## src/rtl/clint_timer_if.sv

```systemverilog
// Register-port bundle between the memory-mapped bus bridge (master) and the CLINT (slave).
// Single outstanding request; request and response each use a valid/ready handshake.
interface clint_timer_if;
  logic        req_valid;
  logic        req_ready;
  logic        req_wen;
  logic [15:0] req_addr;
  logic [63:0] req_wdata;
  logic [7:0]  req_wstrb;
  logic        resp_valid;
  logic        resp_ready;
  logic [63:0] resp_rdata;
  logic        resp_err;

  modport master (
    output req_valid, req_wen, req_addr, req_wdata, req_wstrb, resp_ready,
    input  req_ready, resp_valid, resp_rdata, resp_err
  );

  modport slave (
    input  req_valid, req_wen, req_addr, req_wdata, req_wstrb, resp_ready,
    output req_ready, resp_valid, resp_rdata, resp_err
  );
endinterface

```

## src/rtl/clint_timer.sv

```systemverilog
// Core-local interruptor for one hart: mtime/mtimecmp timer, msip bit, and the
// machine software/timer interrupt lines, behind a single-outstanding register port.
module clint_timer #(
  parameter int unsigned MTIME_DIV    = 1,
  parameter logic [63:0] MTIMECMP_RST = 64'hFFFF_FFFF_FFFF_FFFF
) (
  input  logic          clk,
  input  logic          rst,
  clint_timer_if.slave  bus,
  output logic          msip_asyn,
  output logic          mtip_asyn
);

  localparam logic [15:0] ADDR_MSIP     = 16'h0000;
  localparam logic [15:0] ADDR_MTIMECMP = 16'h4000;
  localparam logic [15:0] ADDR_MTIME    = 16'hBFF8;
  localparam logic [15:0] PRESC_MAX     = 16'(MTIME_DIV - 1);

  typedef enum logic {
    IDLE,
    RESP
  } state_t;

  state_t      state;
  state_t      state_next;

  logic [63:0] mtime;
  logic [63:0] mtime_next;
  logic [63:0] mtimecmp;
  logic [63:0] mtimecmp_next;
  logic        msip;
  logic        msip_next;
  logic [15:0] prescaler;
  logic [15:0] prescaler_next;
  logic [63:0] rdata_q;
  logic        err_q;

  logic        accept;
  logic        tick;
  logic        hit_msip;
  logic        hit_cmp;
  logic        hit_time;
  logic        addr_ok;
  logic        wr;
  logic        wr_time;
  logic [63:0] read_val;

  function automatic logic [63:0] merge_bytes(input logic [63:0] cur,
                                              input logic [63:0] wdat,
                                              input logic [7:0]  strb);
    logic [63:0] res;
    res = cur;
    for (int i = 0; i < 8; i++) begin
      if (strb[i]) res[i*8 +: 8] = wdat[i*8 +: 8];
    end
    return res;
  endfunction

  always_ff @(posedge clk or posedge rst) begin
    if (rst) state <= IDLE;
    else     state <= state_next;
  end

  always_comb begin
    state_next     = state;
    bus.req_ready  = 1'b0;
    bus.resp_valid = 1'b0;
    case (state)
      IDLE: begin
        bus.req_ready = 1'b1;
        if (bus.req_valid) state_next = RESP;
      end
      RESP: begin
        bus.resp_valid = 1'b1;
        if (bus.resp_ready) state_next = IDLE;
      end
      default: state_next = IDLE;
    endcase
  end

  // Exact-address decode also rejects misaligned offsets; a register write in
  // the accept cycle takes priority over that cycle's timer increment.
  always_comb begin
    accept   = (state == IDLE) && bus.req_valid;
    tick     = (prescaler == PRESC_MAX);
    hit_msip = (bus.req_addr == ADDR_MSIP);
    hit_cmp  = (bus.req_addr == ADDR_MTIMECMP);
    hit_time = (bus.req_addr == ADDR_MTIME);
    addr_ok  = hit_msip || hit_cmp || hit_time;
    wr       = accept && bus.req_wen;
    wr_time  = wr && hit_time && (bus.req_wstrb != 8'h00);

    mtime_next     = tick ? mtime + 64'd1 : mtime;
    prescaler_next = tick ? 16'd0 : prescaler + 16'd1;
    if (wr_time) begin
      mtime_next     = merge_bytes(mtime, bus.req_wdata, bus.req_wstrb);
      prescaler_next = 16'd0;
    end

    mtimecmp_next = mtimecmp;
    if (wr && hit_cmp) mtimecmp_next = merge_bytes(mtimecmp, bus.req_wdata, bus.req_wstrb);

    msip_next = msip;
    if (wr && hit_msip && bus.req_wstrb[0]) msip_next = bus.req_wdata[0];

    read_val = 64'd0;
    if (hit_msip)      read_val = {63'd0, msip};
    else if (hit_cmp)  read_val = mtimecmp;
    else if (hit_time) read_val = mtime;
  end

  always_ff @(posedge clk or posedge rst) begin
    if (rst) begin
      mtime     <= 64'd0;
      mtimecmp  <= MTIMECMP_RST;
      msip      <= 1'b0;
      prescaler <= 16'd0;
      mtip_asyn <= 1'b0;
      rdata_q   <= 64'd0;
      err_q     <= 1'b0;
    end else begin
      mtime     <= mtime_next;
      mtimecmp  <= mtimecmp_next;
      msip      <= msip_next;
      prescaler <= prescaler_next;
      mtip_asyn <= (mtime_next >= mtimecmp_next);
      if (accept) begin
        rdata_q <= (!bus.req_wen && addr_ok) ? read_val : 64'd0;
        err_q   <= !addr_ok;
      end
    end
  end

  assign msip_asyn      = msip;
  assign bus.resp_rdata = rdata_q;
  assign bus.resp_err   = err_q;

endmodule

```

## src/flat_wrapper.sv

```systemverilog
// flat-port wrapper written by rule: the top's interface ports become plain ports
module clint_timer_flat 
#(
  parameter int unsigned MTIME_DIV    = 1,
  parameter logic [63:0] MTIMECMP_RST = 64'hFFFF_FFFF_FFFF_FFFF
)
  (clk, rst, msip_asyn, mtip_asyn, bus_req_valid, bus_req_wen, bus_req_addr, bus_req_wdata, bus_req_wstrb, bus_resp_ready, bus_req_ready, bus_resp_valid, bus_resp_rdata, bus_resp_err);
  clint_timer_if bus_i ();
  input  logic clk;
  input  logic rst;
  output logic msip_asyn;
  output logic mtip_asyn;
  input wire logic [$bits(bus_i.req_valid)-1:0] bus_req_valid;
  input wire logic [$bits(bus_i.req_wen)-1:0] bus_req_wen;
  input wire logic [$bits(bus_i.req_addr)-1:0] bus_req_addr;
  input wire logic [$bits(bus_i.req_wdata)-1:0] bus_req_wdata;
  input wire logic [$bits(bus_i.req_wstrb)-1:0] bus_req_wstrb;
  input wire logic [$bits(bus_i.resp_ready)-1:0] bus_resp_ready;
  output wire logic [$bits(bus_i.req_ready)-1:0] bus_req_ready;
  output wire logic [$bits(bus_i.resp_valid)-1:0] bus_resp_valid;
  output wire logic [$bits(bus_i.resp_rdata)-1:0] bus_resp_rdata;
  output wire logic [$bits(bus_i.resp_err)-1:0] bus_resp_err;
  assign bus_i.req_valid = bus_req_valid;
  assign bus_i.req_wen = bus_req_wen;
  assign bus_i.req_addr = bus_req_addr;
  assign bus_i.req_wdata = bus_req_wdata;
  assign bus_i.req_wstrb = bus_req_wstrb;
  assign bus_i.resp_ready = bus_resp_ready;
  assign bus_req_ready = bus_i.req_ready;
  assign bus_resp_valid = bus_i.resp_valid;
  assign bus_resp_rdata = bus_i.resp_rdata;
  assign bus_resp_err = bus_i.resp_err;
  clint_timer #(.MTIME_DIV(MTIME_DIV), .MTIMECMP_RST(MTIMECMP_RST)) u_core (.clk(clk), .rst(rst), .bus(bus_i), .msip_asyn(msip_asyn), .mtip_asyn(mtip_asyn));
endmodule
```

## config.mk

```make
export PLATFORM = sky130hd
export DESIGN_NAME = clint_timer_flat
export DESIGN_NICKNAME = d
export VERILOG_FILES = /design/src/rtl/clint_timer_if.sv /design/src/rtl/clint_timer.sv /design/src/flat_wrapper.sv
export SDC_FILE = /design/constraint.sdc
export NUM_CORES = 1
export LEC_CHECK = 0
export BUFFER_PORTS_ARGS = -buffer_cell sky130_fd_sc_hd__buf_2
export CORE_UTILIZATION = 63
export CTS_CLUSTER_DIAMETER = 120
export DETAILED_ROUTE_END_ITERATION = 7
export PLACE_DENSITY_LB_ADDON = 0.08
export SYNTH_ARGS = -nofsm -noshare
export SYNTH_HDL_FRONTEND = slang
export SYNTH_SLANG_ARGS = --single-unit
```

## constraint.sdc

```tcl
create_clock -name clk -period 13.95 [get_ports clk]
set_input_delay 2.0925 -clock clk [delete_from_list [all_inputs] [get_ports clk]]
set_output_delay 2.0925 -clock clk [all_outputs]
set_load 0.005 [all_outputs]
```

## Word-level counts from Yosys, hierarchy flattened

Cells that the tools add are included.

| word-level totals | value |
|---|---|
| flip-flop bits (word level) | 212 |
| logic and storage cells | 59 |
| output and inout bits | 69 |
| input bits | 93 |

| cells by class | value |
|---|---|
| multiplexer cells | 30 |
| reductions and logical operators | 15 |
| $lt $le $gt $ge | 1 |
| bitwise operators | 1 |
| equal/unequal tests | 2 |
| add/sub/neg operators | 2 |

Operator list:

| operator | number |
|---|---|
| 64-bit 2-to-1 mux | 7 |
| 8-bit 2-to-1 mux | 16 |
| 64-bit by 1-bit adder with 64-bit output (second input constant) | 1 |
| 64-bit >= comparator | 1 |
| 16-bit zero test | 2 |
| 16-bit 2-to-1 mux | 2 |
| 16-bit by 1-bit adder with 16-bit output (second input constant) | 1 |
| 16-bit by 15-bit == test with 1-bit output (second input constant) | 1 |
| 16-bit == test (second input constant) | 1 |
| 1-bit logical AND | 8 |
| 8-bit nonzero test | 1 |
| 1-bit 2-to-1 mux | 4 |
| 1-bit zero test | 2 |
| 1-bit logical OR | 2 |
| 1-bit one-hot mux with 2 select lines | 1 |
| 1-bit inverter | 1 |

## Logic depth before layout (Yosys ltp)

| logic depth | value |
|---|---|
| word-level depth | 7 |
| gate-level depth with buffers | 18 |
| depth with buffers taken out | 17 |

## Worst setup path after synthesis

Ideal clock, no wire load.

| timing | value |
|---|---|
| path type | input-to-reg |
| start point | input port bus_req_addr[2] |
| end point | register u_core.mtip_asyn |
| path slack | 8,719 ps |
| buffers on the path | 2 |
| stages on the path | 14 |
| library setup time | 83 ps |
| required time | 13,867 ps |
| data arrival time | 5,148 ps |
| cells stage by stage | or3_1 > nor2_1 > and4_1 > buf_2 > buf_2 > nand2_1 > o22a_1 > o21a_1 > ha_1 > nand4_1 > nor4_1 > nand4_1 > or3_1 > o21ai_0 |

| between the ends | value |
|---|---|
| longest elaborated chain between the ends | 5 |
| elaborated cells on any way between the ends | 8 |
| those cells by class | order compare (1); eq/ne (2); mux (2); reduce/logical (3) |

RTL lines:

| element | RTL line | source |
|---|---|---|
| start, declared | flat_wrapper.sv:15 | `input wire logic [$bits(bus_i.req_addr)-1:0] bus_req_addr;` |
| 16-bit == test | clint_timer.sv:88 | `hit_time = (bus.req_addr == ADDR_MTIME);` |
| 1-bit logical AND (2 in a row) | clint_timer.sv:91 | `wr_time = wr && hit_time && (bus.req_wstrb != 8'h00);` |
| 64-bit 2-to-1 mux | clint_timer.sv:95 | `if (wr_time) begin` |
| named net u_core.mtime_next[63] | clint_timer.sv:28 | `logic [63:0] mtime_next;` |
| 64-bit >= comparator | clint_timer.sv:126 | `mtip_asyn <= (mtime_next >= mtimecmp_next);` |
| end signal, assigned | clint_timer.sv:126 |  |
| end, declared | clint_timer.sv:11 | `output logic mtip_asyn` |

The timed path passes the listed nets, and every way through them passes these cells.
A chain may end at the register's enable or synchronous reset.

## Worst setup path in the final report

Same ends and word-level chain as after synthesis.

==> out/qor.log <==
qor: timing.timing_worst_slew_pin_value 1035 ps
qor: worst_setup_path.setup.worst_path.class in -> reg
qor: worst_setup_path.cp.depth 12
qor: worst_setup_path.worst_path_most_repeated_cell nand4_1
qor: worst_setup_path.crit_path_max_cell_delay 860 ps
qor: global_routing.global_route.usage.total 34.19%
qor: clock_tree.cts_max_path_bufs 3
qor: drt.post_route_drc 0
qor: timing.layout_worst_path_cycle_share 42.46%
qor: run.max_cap_viol_count 0
qor: worst_setup_path.critPathBufInv 1
qor: placed_design.dp_slack 7564 ps
qor: power.cellPowerDensity 95.99 mW/mm2
qor: drt.drt_first_pass_iters 5
qor: worst_setup_path.worst_reg2reg_path_startpoint u_core.prescaler[0]$_DFF_PP0_
qor: drt.drt-wirelength-per-cell 19.90 um
qor: logic_synthesis.synth_enable_flop_cells 0
qor: worst_setup_path.critPathRequiredTime 14390 ps
qor: global_routing.grt_pass1_vias 10446
qor: clock_tree.cts_hold_buffers 0
qor: timing.report.final.setup_viol 0
qor: power.cell_internal_pwr 1029 uW
qor: logic_synthesis.yosysTopAreaCellShare 30.96%
qor: logic_synthesis.synthesis.instances 1260
qor: logic_synthesis.synth_top_flop_cell dfrtp_1
qor: worst_setup_path.reg2reg_to u_core.mtip_asyn$_DFF_PP0_
qor: placed_design.detailed_place_hpwl 23170 um
qor: floorplanning.io-pin-count 162
qor: floorplanning.dieHeight 139.8 um
qor: finish.filler_cell_count 1404
qor: clock_tree.cts_tree built
qor: logic_synthesis.synth_async_reset_ratio 100.0%
qor: worst_setup_path.cp_cell_sequence buf_2 -> or3_1 -> nor2_1 -> nand4_1 -> a211oi_1 -> a21oi_1 -> ha_1 -> nand4_1 -> nor4_1 -> nand4_1 -> or3_1 -> o21ai_0
qor: timing.max_clock_skew 18.66 ps
qor: clock_tree.cts.repair_timing.setup_buffer_count 0
qor: power.clock_power_share 48.1%
qor: floorplanning.initial_utilization 64.17%
qor: logic_synthesis.yosysTopAreaCell dfrtp_1
qor: global_routing.first_pass_grt_wire_length 53300 um
qor: floorplanning.core-area 0.01864 mm2
qor: global_routing.grt_max_degree 100
qor: logic_synthesis.seq_area_frac_synth 45.02%
qor: floorplanning.die_area 0.01954 mm2
qor: drt.via_total_after_detailed_routing 10538
qor: clock_tree.cts_buffers 23
qor: drt.drtAntennaViolNets 0
qor: run_status.status complete, no violations
qor: logic_synthesis.yosys.cell_types.count 74
qor: worst_setup_path.r2r_setup_slack 9240 ps
qor: timing.timing_max_transition_violations_final 0
qor: finish.final_cell_count_no_fill 1658
qor: clock_tree.clkTransAtPathRegs 60 ps
qor: finish.final_core_utilization 73.73%
qor: power.share_seq_of_total_power 47.2%
qor: logic_synthesis.total_of_flip_flops_plus_latches_after_synthesis 212
qor: worst_setup_path.path_max_fanout 13
qor: worst_setup_path.cp_data_arrival_time 6370 ps
qor: floorplanning.fp.dieW 139.8 um
qor: timing.timing.hold.ws 474.4 ps
qor: finish.num-nets-final 1567
qor: logic_synthesis.yosys.cell_count.top_type dfrtp_1
qor: power.comb_power_share 4.6%
qor: timing.max_freq 0.1688 GHz
qor: timing.slew_headroom 30.76%
qor: worst_setup_path.critPathCaptureType register
qor: logic_synthesis.mappedNetlistNets 1420
qor: power.net-switching-power 290.7 uW
qor: logic_synthesis.synth-warning-count 0
qor: timing.setup_tns 0 ps
qor: power.leakage 0.006357 uW
qor: clock_tree.post_cts_resized 0
qor: clock_tree.htree_levels 1
qor: worst_setup_path.worstSetupEndpoint u_core.mtip_asyn$_DFF_PP0_
qor: power.p_sw_share 22.03%
qor: global_routing.antenna_violations_before_repair 0
qor: finish.syn_to_final_growth 14.90%
qor: finish.antenna-diode-count 0
qor: timing.setup_repair_after_global_routing_missed_its_margin no
qor: drt.wl 33000 um
qor: clock_tree.cts-root-buf clkbuf_16
qor: min_path.hold_class reg -> reg
qor: worst_setup_path.startpoint_type primary input
qor: clock_tree.clk_latency 520 ps
qor: timing.timing.final.ws_setup 8027 ps
qor: logic_synthesis.ys_top_cells_by_count 148 x dfrtp_1, 144 x nand2_1, 88 x nor2_1, 67 x ha_1, 65 x o21ai_1
qor: timing.finalHoldViolations 0
qor: global_routing.grt.overflow.total 0
qor: logic_synthesis.syn_avg_cell_area 9.494 um2
qor: logic_synthesis.mappedNetlistArea 0.01196 mm2
qor: placed_design.routability_congestion_estimate 0.9424
qor: min_path.holdCritStartpoint u_core.bus.resp_rdata[41]$_DFFE_PP0N_
qor: worst_setup_path.timing.critical_path.slowest_stage_cell nand4_1
qor: placed_design.port_buffers 161
qor: floorplanning.placementRows 50
qor: clock_tree.clock_sinks 212
qor: worst_setup_path.rr_worst_depth 15
qor: timing.minimum_clock_period_after_layout 5923 ps
qor: drt.avgViaCountPerCell 6.356
qor: drt.drtIter0Drc 782
qor: power.ir_drop 0.00008794 V
qor: finish.post_route_cells_drive_above_1_share 26.12%
qor: logic_synthesis.dominant_cells_by_area_after_synthesis dfrtp_1 31%, dfstp_2 14%, ha_1 7.0%, nand2_1 4.5%, a22oi_1 4.0%
qor: placed_design.post-place-cells 1616
qor: worst_setup_path.worst_setup_path_startpoint bus_req_addr[2]
qor: worst_setup_path.cp_top_family simple AND/OR/NAND/NOR gates
==> stage by stage <==
stage               total power [uW]  instance area (um2)
global route                    1355                13750
finish                          1320                13750
floorplan                      659.6                11960
detailed placement             694.4                12950
CTS                             1326                13750
global placement               694.3                12950
==> power groups by stage <==
stage,clock network (uW),registers [uW],logic [uW]
after floorplan,0,632,27.9
after global placement,0,633,61.1
after detailed placement,0,633,61.1
after CTS,642,623,61.3
after global routing,665,623,67.5
final,635,623,61.1
==> sequential cells by signal, indices dropped and copies added (netlist names) <==
register,count
u_core.msip_asyn,1
u_core.prescaler,16
u_core.bus.resp_err,1
u_core.state,1
u_core.mtip_asyn,1
u_core.mtimecmp,64
u_core.bus.resp_rdata,64
u_core.mtime,64
==> tightest hold or removal path: cells and delay by family (launching register included) <==
family          cells  cell delay [ps]
flops               1              330
compound gates      1               60
simple gates        1               50
==> layer usage <==
layer,vias to the layer above,global-route usage (%),routed length (um)
met2,430,56.42,15710
met3,70,4.233,1973
met4,0,13.65,1068
li1,4903,-,-
met5,-,0,0
met1,5135,45.98,14250
==> cells in the final DEF (no fill, tap or decap), types with 46 or more instances in the layout <==
| cell type | count |
|---|---|
| nand2_1 | 143 |
| dfrtp_1 | 148 |
| inv_1 | 46 |
| buf_2 | 161 |
| ha_1 | 67 |
| nand3_1 | 61 |
| a21oi_1 | 62 |
| a22oi_1 | 63 |
| dfstp_2 | 64 |
| o21ai_1 | 64 |
| nor2_1 | 88 |
==> logic make-up after synthesis <==
group	count (synthesis)	share of synthesized area (%)
AOI/OAI and AO/OA	325	17.62
xor gates and xnor gates	16	1.171
adders and majority gates	67	7.008
buffers and inverters	126	4.163
DFF	212	45.02
muxes	67	5.962
and+or+nand+nor	447	19.06
==> area by class of cell <==
type                            instances  area [um2]  share of cell area, %
Multi-Input combinational cell        922        6100                  44.37
Sequential cell                       212        5385                  39.18
Timing Repair Buffer                  170       873.3                  6.354
Clock buffer                           35       680.7                  4.952
Inverter                               78       300.3                  2.185
Tap cell                              234       292.8                  2.130
Clock inverter                          7       113.9                 0.8283
==> worst min path at each step <==
stage	slack, ps	to	depth (start not counted)
detailed placement	470	u_core.bus.resp_rdata[43]$_DFFE_PP0N_	2
finish	470	u_core.bus.resp_rdata[41]$_DFFE_PP0N_	2
global placement	460	u_core.bus.resp_rdata[58]$_DFFE_PP0N_	2
global route	500	u_core.bus.resp_rdata[26]$_DFFE_PP0N_	2
CTS	480	u_core.bus.resp_rdata[43]$_DFFE_PP0N_	2
floorplan	470	u_core.bus.resp_err$_DFFE_PP0N_	2
Power figures use the tool's default switching activity.
